<file path="config.mk">
export PLATFORM = sky130hd
export DESIGN_NAME = axis_pingpong_demux
export DESIGN_NICKNAME = d
export VERILOG_FILES = /design/src/rtl/axis_pp_pkg.sv /design/src/rtl/axis_pp_ctrl.sv /design/src/rtl/axis_pingpong_demux.sv
export SDC_FILE = /design/constraint.sdc
export NUM_CORES = 2
export LEC_CHECK = 0
export ABC_AREA = 1
export CAP_MARGIN = 25
export CORE_AREA = 2 2 698 700
export CTS_BUF_LIST = sky130_fd_sc_hd__clkbuf_4
export DETAILED_ROUTE_END_ITERATION = 7
export DIE_AREA = 0 0 700 702
export DONT_BUFFER_PORTS = 1
export PLACE_DENSITY = 0.3
export SETUP_SLACK_MARGIN = 0.15
export SYNTH_ARGS = -nofsm -noshare
export SYNTH_HDL_FRONTEND = slang
export SYNTH_SLANG_ARGS = --single-unit
</file>
<file path="constraint.sdc">
create_clock -name clk -period 3.5 [get_ports clk]
set_clock_uncertainty 0.1 [all_clocks]
set_input_delay 0.525 -clock clk [delete_from_list [all_inputs] [get_ports clk]]
set_output_delay 0.525 -clock clk [all_outputs]
set_load 0.02 [all_outputs]
</file>
<file path="src/rtl/axis_pp_pkg.sv">
// Shared types and constants for the AXI-Stream ping-pong demultiplexer.
//   pp_state_e : controller FSM state (IDLE, ACTIVE)
//   MODE_*     : packet framing selection
//   pp_clog2   : index width helper, never returns less than 1
package axis_pp_pkg;

    typedef enum logic [0:0] {
        IDLE   = 1'b0,
        ACTIVE = 1'b1
    } pp_state_e;

    localparam logic MODE_COUNT = 1'b0;
    localparam logic MODE_TLAST = 1'b1;

    function automatic int unsigned pp_clog2(input int unsigned n);
        return (n > 1) ? $clog2(n) : 1;
    endfunction

endpackage

</file>
<file path="src/rtl/axis_pp_ctrl.sv">
// Packet/group controller for axis_pingpong_demux.
// Tracks beat and packet counters, shadow configuration, the current output
// channel (path), the sticky framing error flag and the IDLE/ACTIVE FSM.
// Ports:
//   clk, resetn              : clock, synchronous active-low reset
//   i_accept                 : input beat handshake this cycle
//   i_last                   : input TLAST of the offered beat
//   i_mode/i_pkt_size/i_pp_group : live configuration (latched at group start)
//   i_hold_valid, i_drain    : output holding register state for the FSM
//   o_path                   : channel receiving the next accepted beat
//   o_end                    : offered beat ends its packet (output TLAST)
//   o_pkt_err                : sticky count/TLAST disagreement flag
module axis_pp_ctrl
    import axis_pp_pkg::*;
#(
    parameter int unsigned NCH = 2,
    parameter int unsigned CW  = 32,
    localparam int unsigned PW = pp_clog2(NCH)
) (
    input  logic          clk,
    input  logic          resetn,
    input  logic          i_accept,
    input  logic          i_last,
    input  logic          i_mode,
    input  logic [CW-1:0] i_pkt_size,
    input  logic [CW-1:0] i_pp_group,
    input  logic          i_hold_valid,
    input  logic          i_drain,
    output logic [PW-1:0] o_path,
    output logic          o_end,
    output logic          o_pkt_err
);

    logic [CW-1:0] r_beat_cnt, r_grp_cnt, r_pkt, r_grp;
    logic          r_mode;
    logic [PW-1:0] r_path;
    logic          r_pkt_err;
    pp_state_e     r_state, w_state_nxt;

    logic          w_grp_start, w_mode, w_cnt_end, w_grp_end;
    logic [CW-1:0] w_pkt, w_grp;

    // At group start the live configuration applies to the beat being
    // accepted, so it is used directly and captured into the shadows.
    always_comb begin
        w_grp_start = (r_beat_cnt == '0) && (r_grp_cnt == '0);
        w_mode      = r_mode;
        w_pkt       = r_pkt;
        w_grp       = r_grp;
        if (w_grp_start) begin
            w_mode = i_mode;
            w_pkt  = (i_pkt_size == '0) ? CW'(1) : i_pkt_size;
            w_grp  = (i_pp_group == '0) ? CW'(1) : i_pp_group;
        end
        w_cnt_end = (r_beat_cnt == w_pkt - CW'(1));
        w_grp_end = (r_grp_cnt == w_grp - CW'(1));
        o_end     = (w_mode == MODE_TLAST) ? i_last : w_cnt_end;
    end

    always_comb begin
        w_state_nxt = r_state;
        unique case (r_state)
            IDLE:    if (i_accept) w_state_nxt = ACTIVE;
            ACTIVE:  if (!i_accept && w_grp_start && (!i_hold_valid || i_drain)) begin
                w_state_nxt = IDLE;
            end
            default: w_state_nxt = IDLE;
        endcase
    end

    always_ff @(posedge clk) begin
        if (!resetn) begin
            r_beat_cnt <= '0;
            r_grp_cnt  <= '0;
            r_pkt      <= '0;
            r_grp      <= '0;
            r_mode     <= MODE_COUNT;
            r_path     <= '0;
            r_pkt_err  <= 1'b0;
            r_state    <= IDLE;
        end else begin
            r_state <= w_state_nxt;
            if (i_accept) begin
                if (w_grp_start) begin
                    r_mode <= w_mode;
                    r_pkt  <= w_pkt;
                    r_grp  <= w_grp;
                end
                if ((w_mode == MODE_COUNT) && (i_last != w_cnt_end)) begin
                    r_pkt_err <= 1'b1;
                end
                if (o_end) begin
                    r_beat_cnt <= '0;
                    if (w_grp_end) begin
                        r_grp_cnt <= '0;
                        r_path    <= (r_path == PW'(NCH - 1)) ? '0 : r_path + PW'(1);
                    end else begin
                        r_grp_cnt <= r_grp_cnt + CW'(1);
                    end
                end else begin
                    r_beat_cnt <= r_beat_cnt + CW'(1);
                end
            end
        end
    end

    assign o_path    = r_path;
    assign o_pkt_err = r_pkt_err;

endmodule

</file>
<file path="src/rtl/axis_pingpong_demux.sv">
// AXI-Stream round-robin packet distributor over NCH output channels,
// switching channel every PP_GROUP packets, with one registered output stage.
// Ports:
//   clk, resetn          : clock, synchronous active-low reset
//   MODE                 : 0 = count framing, 1 = TLAST framing
//   PACKET_SIZE/PP_GROUP : beats per packet / packets per channel (0 -> 1)
//   S_AXIS_*             : input stream
//   M_AXIS_*             : NCH output streams, channel i in slice i
//   path                 : channel receiving the next accepted beat
//   pkt_err              : sticky framing disagreement (MODE 0)
module axis_pingpong_demux
    import axis_pp_pkg::*;
#(
    parameter int unsigned DW  = 512,
    parameter int unsigned NCH = 2,
    parameter int unsigned CW  = 32,
    localparam int unsigned PW = pp_clog2(NCH),
    localparam int unsigned KW = DW / 8
) (
    input  logic              clk,
    input  logic              resetn,
    input  logic              MODE,
    input  logic [CW-1:0]     PACKET_SIZE,
    input  logic [CW-1:0]     PP_GROUP,
    input  logic [DW-1:0]     S_AXIS_TDATA,
    input  logic [KW-1:0]     S_AXIS_TKEEP,
    input  logic              S_AXIS_TLAST,
    input  logic              S_AXIS_TVALID,
    output logic              S_AXIS_TREADY,
    output logic [NCH*DW-1:0] M_AXIS_TDATA,
    output logic [NCH*KW-1:0] M_AXIS_TKEEP,
    output logic [NCH-1:0]    M_AXIS_TLAST,
    output logic [NCH-1:0]    M_AXIS_TVALID,
    input  logic [NCH-1:0]    M_AXIS_TREADY,
    output logic [PW-1:0]     path,
    output logic              pkt_err
);

    logic          r_valid;
    logic [DW-1:0] r_data;
    logic [KW-1:0] r_keep;
    logic          r_last;
    logic [PW-1:0] r_ch;

    logic w_accept, w_drain, w_end;

    assign w_drain       = r_valid & M_AXIS_TREADY[r_ch];
    assign S_AXIS_TREADY = resetn & (~r_valid | M_AXIS_TREADY[r_ch]);
    assign w_accept      = S_AXIS_TVALID & S_AXIS_TREADY;

    axis_pp_ctrl #(
        .NCH (NCH),
        .CW  (CW)
    ) u_ctrl (
        .clk          (clk),
        .resetn       (resetn),
        .i_accept     (w_accept),
        .i_last       (S_AXIS_TLAST),
        .i_mode       (MODE),
        .i_pkt_size   (PACKET_SIZE),
        .i_pp_group   (PP_GROUP),
        .i_hold_valid (r_valid),
        .i_drain      (w_drain),
        .o_path       (path),
        .o_end        (w_end),
        .o_pkt_err    (pkt_err)
    );

    // Reload takes priority over drain so back-to-back beats have no bubble.
    always_ff @(posedge clk) begin
        if (!resetn) begin
            r_valid <= 1'b0;
            r_data  <= '0;
            r_keep  <= '0;
            r_last  <= 1'b0;
            r_ch    <= '0;
        end else if (w_accept) begin
            r_valid <= 1'b1;
            r_data  <= S_AXIS_TDATA;
            r_keep  <= S_AXIS_TKEEP;
            r_last  <= w_end;
            r_ch    <= path;
        end else if (w_drain) begin
            r_valid <= 1'b0;
        end
    end

    // Unselected channels present all-zero payload.
    always_comb begin
        M_AXIS_TDATA  = '0;
        M_AXIS_TKEEP  = '0;
        M_AXIS_TLAST  = '0;
        M_AXIS_TVALID = '0;
        for (int i = 0; i < NCH; i++) begin
            if (r_valid && (r_ch == PW'(i))) begin
                M_AXIS_TDATA[i*DW +: DW] = r_data;
                M_AXIS_TKEEP[i*KW +: KW] = r_keep;
                M_AXIS_TLAST[i]          = r_last;
                M_AXIS_TVALID[i]         = 1'b1;
            end
        end
    end

endmodule

</file>
==> impl_metrics.ini <==
[routing]
wl_per_cell_um = 27.03
vias_per_cell = 3.400
drt_first_pass_iters = 8
wirelength_um = 385700
ant_nets = 0
vias = 48520
drt_iter0_drc = 4609
drcViolationCount = 3

[critical_path]
cp.required_ns = 2.87
arrival_ns = 3.37
cp-end-kind = output pin
path_class = flop to output pin
crit_path_max_fanout = 73
start_kind = flop

[sta]
max_freq_mhz = 250.1
period_share_pct = 114.2
fin_crit_ns = 3.998
relSlewSlack_pct = 19.05
setup_viol = 912
tightest_slew_ns = 1.214
setup_ws_ns = -0.4980
holdWs_ns = -0.6524
hold_viol = 67
grt_setup_unrepaired = true
slew_violations = 0

[cells_and_area]
ff_latch_area_sq_mm = 0.01423
post-route-util_pct = 14.09
design_area_sq_mm = 0.06822
syn2layout_area_growth_pct = 84.37
fillers = 56080
drive_gt1_share_pct = 21.56
final_nets = 8257
multi_input_area_sq_mm = 0.01988
fin_cells = 14270

[power_and_ir_drop]
p_total_uw = 24370
ir_worst_vdd_uv = 225.1
power.density_mw_per_mm2 = 357.3
leakagePower_uw = 0.02524

[clocking]
cts.sink_count = 710
clock-root-buffer = clkbuf_4
cts_tree = yes
cts_buffer_depth = 4
clkSlewWorstSetupHoldPaths_ns = 0.06
clk_latency_ns = 1.38
htreeDepth = 4
cts_buffers = 239

[logic_synthesis]
ys_top_cells_by_area = dfxtp_1, nor2_1, o21ai_0
synth_nets = 6462
syn_inst = 5809
synthFlopType = dfxtp_1
yosysUniqueCellTypes = 43
synthArstFlopShare_pct = 0
synth_area_per_cell_sq_um = 6.370
ys_seq_area_share_pct = 38.41
synth_edf_count = 0
syn_area_sq_mm = 0.03700
synth_commonest_cells = nor2_1, inv_1, dfxtp_1
yosysMostFrequentCell = nor2_1
synth_top_area_share_pct = 38.41
synth_top_cell_by_area = dfxtp_1
yosys_warnings = 0
ys_ff_latch = 710

[placed_design]
dp_slack_ns = -0.6375
placement.cell_area_sq_mm = 0.04837
dp.cells = 12460
port_buffers = 0
routabilityCongestion = 0.9447
dp_hpwl_um = 310200

[floorplan]
coreArea_sq_mm = 0.4843
die_width_um = 700
row_count = 256
start_util_pct = 7.640
pin_count = 1806
die_area_sq_mm = 0.4914
die_height_um = 702

[grt]
grt_use_total_pct = 14.60
grt_overflow = 0
first_global_vias = 44200
grt_first_pass_wirelength_um = 472300
antenna_found_initial = 219
grt_max_degree = 613

[job]
maxCapViolCount = 0

[status]
violations = DRC, hold timing, setup timing
status = finished, violations left

[worst_hold_path]
hp-class = input pin to flop
==> per-stage QoR <==
stage | setup TNS, ns | hold WS [ns]
3_5_place_dp | -30.76 | 0.3535
3_3_place_gp | -36.34 | 0.3525
5_1_grt | -305.54 | -0.8193
2_1_floorplan | 0 | 0.3397
4_1_cts | -378.96 | -1.037
6_report | -103.27 | -0.6524
==> cell usage in the layout (no fill, tap or decap), drive strengths merged, types with 30 or more instances in the layout <==
| cell | count |
|---|---|
| nor2 | 1463 |
| o21ai | 632 |
| dfxtp | 710 |
| dlygate4sd3 | 1229 |
| diode | 85 |
| a21oi | 681 |
| a31oi | 30 |
| clkbuf | 346 |
| buf | 697 |
| inv | 846 |
| nand2 | 681 |
| xor2 | 77 |
| nand3 | 173 |
==> metal layers <==
metal	GRT usage (%)	vias up	share of wire, %
met4	4.401	44	3.3
met3	4.595	671	8.7
met5	0.7843	-	0.13
li1	-	21910	-
met1	17.01	23390	39
met2	25.34	2510	49
==> worst paths after layout <==
| path | from | to | slack, ns | depth (start not counted) |
|---|---|---|---|---|
| setup reg to reg | u_ctrl.r_beat_cnt[1] | u_ctrl.r_grp_cnt[22] | -0.42 | 26 |
| hold reg to reg | u_ctrl.r_grp[19] | u_ctrl.r_grp[19] | 0.36 | 2 |
| hold / removal | S_AXIS_TLAST | u_ctrl.o_pkt_err | -0.65 | 3 |
| setup / recovery | r_valid | M_AXIS_TDATA[802] | -0.50 | 5 |
==> layout make-up <==
class / instances / share of cell area (%)
inverters: 836 / 4.640
repair inverters: 1 / 0.01651
clock inverters: 37 / 0.3081
clock buffers: 336 / 3.698
repair buffers: 1951 / 29.19
multi-input cells: 3865 / 29.14
flip-flops and latches: 710 / 20.86
diodes: 85 / 0.3118
well taps: 6450 / 11.83
==> power breakdown <==
group | internal (uW) | total (uW) | switching, uW
combinational | 2450 | 6660 | 4210
sequential | 8600 | 8740 | 139
clock | 4350 | 8970 | 4620
total | 15400 | 24400 | 8970
==> state kept, by name (all words and copies together), names as in the netlist <==
signal / count
r_data: 512
r_keep: 64
u_ctrl.r_beat_cnt: 32
u_ctrl.r_grp: 32
u_ctrl.r_grp_cnt: 32
u_ctrl.r_pkt: 32
r_ch: 1
r_last: 1
r_valid: 1
u_ctrl.o_path: 1
u_ctrl.o_pkt_err: 1
u_ctrl.r_mode: 1
==> cells by family (layout without fill, tap and decap cells) <==
| family | count (synthesis) | count (layout) | share of synthesized area [%] |
|---|---|---|---|
| compound gates | 1355 | 1355 | 19.13 |
| xor+xnor | 101 | 101 | 2.428 |
| fa+ha+maj | 6 | 6 | 0.2029 |
| buf+inv | 1234 | 3161 | 13.06 |
| flops | 710 | 710 | 38.41 |
| other cells | 0 | 85 | 0 |
| simple gates | 2403 | 2403 | 26.76 |
==> timing repair <==
item | CTS | global route
gates cloned | 45 | 13
endpoints found under the setup margin | 1220 | 1295
pin swaps | 13 | 56
hold buffers | 1001 | 233
setup buffers | 32 | 23
hold endpoints to repair | 710 | 346
gates resized for setup | 402 | 250
==> critical path: stages (launching register included) <==
cell and delay (ns):
dfxtp_4 0.41, nand2_8 0.09, buf_12 0.17, buf_16 0.30, nor2_1 0.43, buf_4 0.22
Power figures use the tool's default switching activity.
